===== config.mk =====
export PLATFORM = sky130hd
export DESIGN_NAME = keyrom_reader
export DESIGN_NICKNAME = d
export VERILOG_FILES = /design/src/rtl/keyrom_reader.sv
export SDC_FILE = /design/constraint.sdc
export NUM_CORES = 1
export LEC_CHECK = 0
export CAP_MARGIN = 40
export CORE_ASPECT_RATIO = 1.25
export CORE_MARGIN = 1.5
export CORE_UTILIZATION = 38
export CTS_CLUSTER_DIAMETER = 120
export DETAILED_ROUTE_END_ITERATION = 8
export GPL_TIMING_DRIVEN = 0
export PLACE_DENSITY = 0.86
export SLEW_MARGIN = 20
export SYNTH_ARGS = -nofsm -noshare
export SYNTH_HDL_FRONTEND = slang
export SYNTH_SLANG_ARGS = --single-unit

===== constraint.sdc =====
create_clock -name mclk -period 1.7 [get_ports mclk]
set_input_delay 0.34 -clock mclk [delete_from_list [all_inputs] [get_ports mclk]]
set_output_delay 0.34 -clock mclk [all_outputs]
set_load 0.1 [all_outputs]

===== src/rtl/keyrom_reader.sv =====
// Streams KEY_WORDS 16-bit key words from a synchronous key ROM to a ready/valid consumer,
// aborting on loss of access grant. Define KEYRD_SCRUB_EN to zero key_data once each word is consumed.
module keyrom_reader #(
    parameter int ADDR_MSB  = 4,
    parameter int KEY_WORDS = 10
) (
    input  logic              mclk,
    input  logic              puc_rst,
    input  logic              start,
    input  logic              key_access_ok,
    output logic [ADDR_MSB:0] rom_addr,
    output logic              rom_cen,
    input  logic [15:0]       rom_dout,
    output logic [15:0]       key_data,
    output logic              key_valid,
    input  logic              key_ready,
    output logic              key_last,
    output logic              busy,
    output logic              done,
    output logic              err
);

`ifdef KEYRD_SCRUB_EN
    localparam bit SCRUB = 1'b1;
`else
    localparam bit SCRUB = 1'b0;
`endif

    localparam logic [ADDR_MSB:0] LAST_IDX = (ADDR_MSB + 1)'(KEY_WORDS - 1);

    typedef enum logic [2:0] {
        S_IDLE,
        S_ISSUE,
        S_CAPTURE,
        S_OUT,
        S_DONE
    } state_t;

    state_t            state_q, state_d;
    logic [ADDR_MSB:0] idx_q, idx_d;
    logic [15:0]       key_data_q, key_data_d;
    logic              err_q, err_d;
    logic              xfer;
    logic              at_last;

    assign xfer    = (state_q == S_OUT) && key_ready;
    assign at_last = (idx_q == LAST_IDX);

    always_ff @(posedge mclk) begin
        if (puc_rst) begin
            state_q    <= S_IDLE;
            idx_q      <= '0;
            key_data_q <= '0;
            err_q      <= 1'b0;
        end else begin
            state_q    <= state_d;
            idx_q      <= idx_d;
            key_data_q <= key_data_d;
            err_q      <= err_d;
        end
    end

    always_comb begin
        state_d    = state_q;
        idx_d      = idx_q;
        key_data_d = key_data_q;
        err_d      = 1'b0;

        case (state_q)
            S_IDLE: begin
                if (start) begin
                    if (key_access_ok) begin
                        state_d = S_ISSUE;
                        idx_d   = '0;
                    end else begin
                        err_d = 1'b1;
                    end
                end
            end
            S_ISSUE: begin
                state_d = S_CAPTURE;
            end
            S_CAPTURE: begin
                state_d    = S_OUT;
                key_data_d = rom_dout;
            end
            S_OUT: begin
                if (xfer) begin
                    if (SCRUB) key_data_d = '0;
                    if (at_last) begin
                        state_d = S_DONE;
                    end else begin
                        idx_d   = idx_q + 1'b1;
                        state_d = S_ISSUE;
                    end
                end
            end
            S_DONE: begin
                state_d = S_IDLE;
                idx_d   = '0;
                if (SCRUB) key_data_d = '0;
            end
            default: begin
                state_d = S_IDLE;
                idx_d   = '0;
            end
        endcase

        // Losing the grant mid-read wins over any transfer in the same cycle.
        if (!key_access_ok && (state_q inside {S_ISSUE, S_CAPTURE, S_OUT})) begin
            state_d = S_IDLE;
            idx_d   = '0;
            err_d   = 1'b1;
            if (SCRUB) key_data_d = '0;
        end
    end

    always_comb begin
        rom_cen   = (state_q != S_ISSUE);
        rom_addr  = (state_q == S_ISSUE) ? idx_q : '0;
        key_valid = (state_q == S_OUT);
        key_last  = (state_q == S_OUT) && at_last;
        busy      = (state_q != S_IDLE);
        done      = (state_q == S_DONE);
        err       = err_q;
        key_data  = key_data_q;
    end

endmodule


==> impl_metrics.tcl, run 1 <==
set metrics [dict create \
    synthSimpleGateAreaFrac_pct 30.7 \
    synth_area_leader_cell "dfxtp_1" \
    final_util_pct 77.3 \
    rsz0062_at_grt "true" \
    synth_edf_count 0 \
    cts-hold-fix-buffers 0 \
    cp.arrival_ns 1.57 \
    diodes 0 \
    clock_latency_ns 0.33 \
    grt_first_pass_wirelength_um 6530 \
    total_power_uw 1410 \
    netlist.area_leader.share_pct 46.0 \
    grt_pass1_vias 1371 \
    fin_nets 219 \
    synth.area.mux_share_pct 0.920 \
    finalHoldViolations 0 \
    startpoint_type "flop" \
    drv_slew 0 \
    syn_avg_cell_area_um2 8.06 \
    critPathRequiredTime_ns 1.36 \
    clockBufferDepth 2 \
    r2r_cells 6 \
    io_pins 48 \
    dp.cells 242 \
    hpwlAfterDp_um 2790 \
    drt-initial-drc-count 42 \
    synth_warnings 0 \
    antenna_found_initial 0 \
    setup_tns_ns -1.20 \
    post-route-min-period_ns 1.91 \
    ys_seq_elements 25 \
    yosysMostFrequentCell "nand2_1" \
    synth_cell_types 33 \
    cts_tree "yes" \
    r2r_setup_slack_ns 0.10 \
    synth-async-reset-ratio_pct 0 \
    holdWs_ns 0.450 \
    path_clk_slew_ns 0.14 \
    cts.sinks 25 \
    syn_to_final_growth_pct 92.3 \
    die_h_um 62.8 \
    drt_wl_total_um 4020 \
    grt_util_all_layers_pct 27.2 \
    root_buffer "clkbuf_4" \
    grt-ovfl-total 0 \
    synth_fp_nets 158 \
    htreeDepth 1 \
    core_um2 2710 \
    synthFlopType "dfxtp_1" \
    maxCapViolations 0 \
    start_util_pct 40.2 \
    syn_area_um2 1090 \
    portBuffers 46 \
    dieWidth_um 50.9 \
    cts_buffers 3 \
    wl_per_cell_um 17.6 \
    fin_ws_ns -0.212 \
    slew_headroom_pct 67.6 \
    powerDensity_nw_per_um2 675 \
    end_kind "output port" \
    vias_per_cell 5.46 \
    synth.area.top_cells "dfxtp_1 46%, nand2_1 12%, a21oi_1 7.8%" \
    synth_xor_area_share_pct 0 \
    holdCritStartpoint "puc_rst" \
    ir_drop_mv 0.478 \
    period_share_pct 112 \
    synthCells 135 \
    violations "negative setup slack" \
    synth_top_family_by_area "simple AND/OR/NAND/NOR gates" \
    gp_congestion 0.749 \
    worstPathMaxFanout 8 \
    yosysSeqAreaShare_pct 46.0 \
    final_cells 229 \
    hold_path_end "key_data[11]" \
    finClkSkew_ns 0.0137 \
    rows 21 \
    min_path_type "primary input to flop" \
    synthTopCellsByCount "35 x nand2_1, 25 x dfxtp_1, 17 x a21oi_1, 8 x and2_1, 7 x nor2_1" \
    yosys.area_share.adder_pct 2.30 \
    worstMarginPinSlew_ns 0.486 \
    leakagePower_uw 0.000779 \
    ant_nets 0 \
    synth_compound_area_share_pct 15.5 \
    setup_viol 9 \
    grt_max_degree 15 \
    die-area_um2 3200 \
    hold_path_depth 2 \
    path_class "flop to output port" \
    vias 1251 \
    first_pass_iters 4 \
    fmax_ghz 0.523 \
    drive_above_1_share_pct 36.9 \
    r2r-start "idx_q[1]" \
    outcome "finished, violations left" \
    r2r_end "idx_q[2]" \
    drc_errors 0 \
]
-- power by group --
group          internal (uW)  switching (uW)  total [uW]
Sequential               611            30.4         641
Combinational            203             300         503
Clock                   88.4             180         268
Total                    902             510        1410
-- repair_timing --
item / 4_1_cts / 5_1_grt
buffers inserted: 11 / 1
resized for setup: 56 / 4
pin swaps: 4 / 2
endpoints found under the setup margin: 32 / 15
cloned: 0 / 0
-- through the flow --
step / worst slack [ns] / cell area [um^2]
final: -0.212 / 2090
after global routing: -0.277 / 2090
after CTS: -0.228 / 2080
after detailed placement: -0.445 / 2020
after global placement: -0.775 / 1620
after floorplan: -0.166 / 1110
-- worst max-delay path, cell delays in order, from the launching register on --
cell,delay (ns)
dfxtp_2,0.41
nor3b_4,0.28
buf_6,0.15
buf_6,0.08
and2_4,0.14
buf_12,0.17
-- layout by cell type, fill, tap and decap left out, types with 2 or more instances in the layout --
master / synthesis / layout
and2_2: 0 / 2
nor2_4: 0 / 3
o211ai_1: 3 / 3
and2_1: 8 / 3
a21oi_1: 17 / 17
inv_4: 0 / 2
and2_4: 0 / 3
buf_4: 0 / 6
nor4_1: 2 / 2
nor2_1: 7 / 4
buf_12: 0 / 27
or2_1: 3 / 3
dfxtp_1: 25 / 20
nor3_1: 2 / 2
clkdlybuf4s50_1: 0 / 19
buf_2: 4 / 3
nand3_1: 3 / 3
nand2_1: 35 / 34
clkbuf_4: 0 / 3
dfxtp_2: 0 / 5
buf_6: 1 / 6
-- state kept, by name, summed over array words and instances (netlist names) --
register,count
idx_q,5
key_data,16
state_q,3
err,1
-- layer usage --
layer / GRT usage (%) / share of wire (%) / vias up
li1: - / - / 572
met3: 7.42 / 7.2 / 20
met1: 26.3 / 36 / 595
met2: 50.2 / 53 / 64
met4: 15.2 / 3.9 / 0
met5: 0 / 0 / -
-- worst max path at each step --
stage | from | end | slack, ns | depth (start not counted)
5_1_grt | state_q[0] | rom_addr[3] | -0.28 | 6
4_1_cts | state_q[0] | rom_addr[3] | -0.23 | 7
3_3_place_gp | state_q[0] | rom_addr[2] | -0.77 | 4
6_report | state_q[1] | rom_addr[3] | -0.21 | 5
2_1_floorplan | state_q[0] | rom_addr[1] | -0.17 | 4
3_5_place_dp | state_q[0] | rom_addr[4] | -0.44 | 5
-- cell families (layout without fill, tap and decap cells) --
logic type,Yosys count,after routing
flip-flops,25,25
multiplexers,1,1
buffers and inverters,10,70
AND/OR/NAND/NOR,70,70
AO/OA/AOI/OAI,27,27
adder cells (fa/ha/maj),2,2
-- cell type report --
| cell class | instances | area, um^2 |
|---|---|---|
| plain buffers | 5 | 22.5 |
| flip-flops and latches | 25 | 507 |
| repair buffers | 58 | 843 |
| well taps | 34 | 42.5 |
| clock inverters | 1 | 5.00 |
| fillers | 128 | 613 |
| inverters | 3 | 16.3 |
| clock buffers | 3 | 22.5 |
| multi-input cells | 100 | 634 |
No activity file was read; power rests on OpenSTA's default activity.
==> inputs of run 2 (changes only) <==
DONT_BUFFER_PORTS = 1   (was not set)
PLACE_DENSITY = 0.64   (was 0.86)
==> run 2 against run 1 <==
  * Critical endpoint is now rom_addr[1]
  * Largest power group unchanged
  * The run still ends with negative setup slack left
  * Sequential share of layout area increased by 7.0 points
  * Hold slack got worse by 0.36 ns
  * Global-route usage is 9.9 points lower
  * Core utilization shrank 17 points
  * Die area is the same
  * Clock power down 5%
  * Sequential power down 2%
  * First-iteration DRC count fell by 43%
  * Power decreased by 8.5%
  * Critical path depth down 2
==> impl_metrics.tcl, run 2 (synthesis results as in run 1) <==
set metrics [dict create \
    outcome "finished, violations left" \
    violations "negative setup slack" \
    clock_latency_ns 0.31 \
    clockBufferDepth 2 \
    final_cell_mix "34 x nand2_1, 20 x dfxtp_1, 17 x a21oi_1, 17 x buf_8, 6 x buf_4" \
    rsz0062_at_grt "true" \
    wl_met3_um 140 \
    hpwlAfterDp_um 1940 \
    start_util_pct 40.2 \
    cts_buffers 3 \
    fin_ws_ns -0.329 \
    io_pins 48 \
    switchingPower_uw 466 \
    diodes 0 \
    cp_top_family "simple AND/OR/NAND/NOR gates" \
    gp_congestion 0.769 \
    drive_above_1_share_pct 36.6 \
    ant_nets 0 \
    routed-wl-met2_um 1410 \
    regArea_um2 514 \
    worstMarginPinSlew_ns 0.609 \
    maxCapViolations 0 \
    die_h_um 62.8 \
    total_power_uw 1290 \
    rows 21 \
    critPathRequiredTime_ns 1.36 \
    finalHoldViolations 0 \
    portBuffers 0 \
    die-area_um2 3200 \
    final_common_cell "nand2_1" \
    grt_util_all_layers_pct 17.3 \
    p_comb_share_pct 31.5 \
    route.top_layer_used "met4" \
    worstPathMaxFanout 5 \
    path_cells "nor3b_4, bufinv_8, nor2_4" \
    grt_first_pass_wirelength_um 4350 \
    cts.sinks 25 \
    first_pass_iters 4 \
    end_kind "output port" \
    finClkSkew_ns 0.0132 \
    dieWidth_um 50.9 \
    fmax_ghz 0.493 \
    drt-met1-wl_um 1070 \
    slew_headroom_pct 59.3 \
    ir_drop_mv 0.494 \
    clkPwrFrac_pct 19.7 \
    cts_tree "yes" \
    power.share.sequential_pct 48.8 \
    fillers 233 \
    root_buffer "clkbuf_4" \
    powerDensity_nw_per_um2 785 \
    drt_wl_total_um 2650 \
    path_buf_inv 1 \
    placed_cell_area_um2 1440 \
    setup_viol 10 \
    core_um2 2710 \
    fin_area_um2 1650 \
    slowest_delay_ns 0.52 \
    period_share_pct 119 \
    grt_pass1_vias 1047 \
    leakagePower_uw 0.000606 \
    post-route-min-period_ns 2.03 \
    fin_nets 188 \
    grt-ovfl-total 0 \
    drc_errors 0 \
    vias_per_cell 5.20 \
    grt_max_degree 15 \
    wl_per_cell_um 13.4 \
    path_clk_slew_ns 0.14 \
    vias 1030 \
    syn_to_final_growth_pct 51.1 \
    slowest_stage "nor2_4" \
    drt-initial-drc-count 24 \
    multi_input_area_um2 637 \
    path_class "flop to output port" \
    min_path_type "primary input to flop" \
    antenna_found_initial 0 \
    cp.arrival_ns 1.69 \
    htreeDepth 1 \
    startpoint_type "flop" \
    largest_register_ffs 16 \
    cts-hold-fix-buffers 0 \
    drv_slew 0 \
    p_int_uw 826 \
    p_sw_share_pct 36.1 \
]
## run 2: changes by cell type in the layout (fill, tap and decap cells not counted), sizes merged
cell,previous run,this run
inv,3,2
bufinv,0,1
clkdlybuf4s50,19,0
buf,43,31
## run 2: worst register-to-register path: stages, from the launching register on
cell,delay (ns)
dfxtp_4,0.39
buf_4,0.16
nand3b_1,0.23
buf_4,0.18
buf_6,0.13
inv_12,0.12
and3_4,0.21
nand2_2,0.06
o31ai_1,0.20
## run 2: final timing paths
kind	from	endpoint	slack [ns]	depth (start not counted)
worst max register to register	state_q[2]	idx_q[3]	-0.04	8
worst max-delay path	state_q[2]	rom_addr[1]	-0.33	3
worst min register to register	state_q[2]	err	0.47	1
worst min-delay path	key_access_ok	err	0.09	1
## run 2: layout make-up
cell class / instances / share of cell area (%)
clock inverter: 1 / 0.304
buffer: 5 / 1.37
timing repair buffer: 27 / 22.0
multi-input combinational: 100 / 38.7
tap: 34 / 2.59
inverter: 3 / 2.43
sequential: 25 / 31.3
clock buffer: 3 / 1.37
## run 2: routing by layer
layer	GRT usage (%)	vias up
li1	-	514
met1	19.0	471
met2	31.7	41
met3	2.63	4
met4	7.77	0
met5	0	-
## run 2: through the flow
step           instances  setup TNS [ns]  worst slack, ns  hold slack (ns)  util, %
2_1_floorplan        135          -0.166           -0.166            0.419        -
3_3_place_gp         169          -0.620           -0.349            0.426     42.8
3_5_place_dp         187           -1.13           -0.386            0.427     53.2
4_1_cts              196           -1.24           -0.341           0.0751     58.7
5_1_grt              198           -1.73           -0.401           0.0797     60.8
6_report             198          -0.993           -0.329           0.0858     60.8
## run 2: repair_timing
item	4_1_cts	5_1_grt
buffers inserted	7	4
pin swaps	3	8
resized for setup	28	11
endpoints found under the setup margin	15	14
## run 2: power groups by stage
stage	sequential [uW]	combinational (uW)	clock, uW
2_1_floorplan	778	131	0
3_3_place_gp	782	148	0
3_5_place_dp	645	375	0
4_1_cts	632	396	265
5_1_grt	635	427	298
6_report	631	407	254
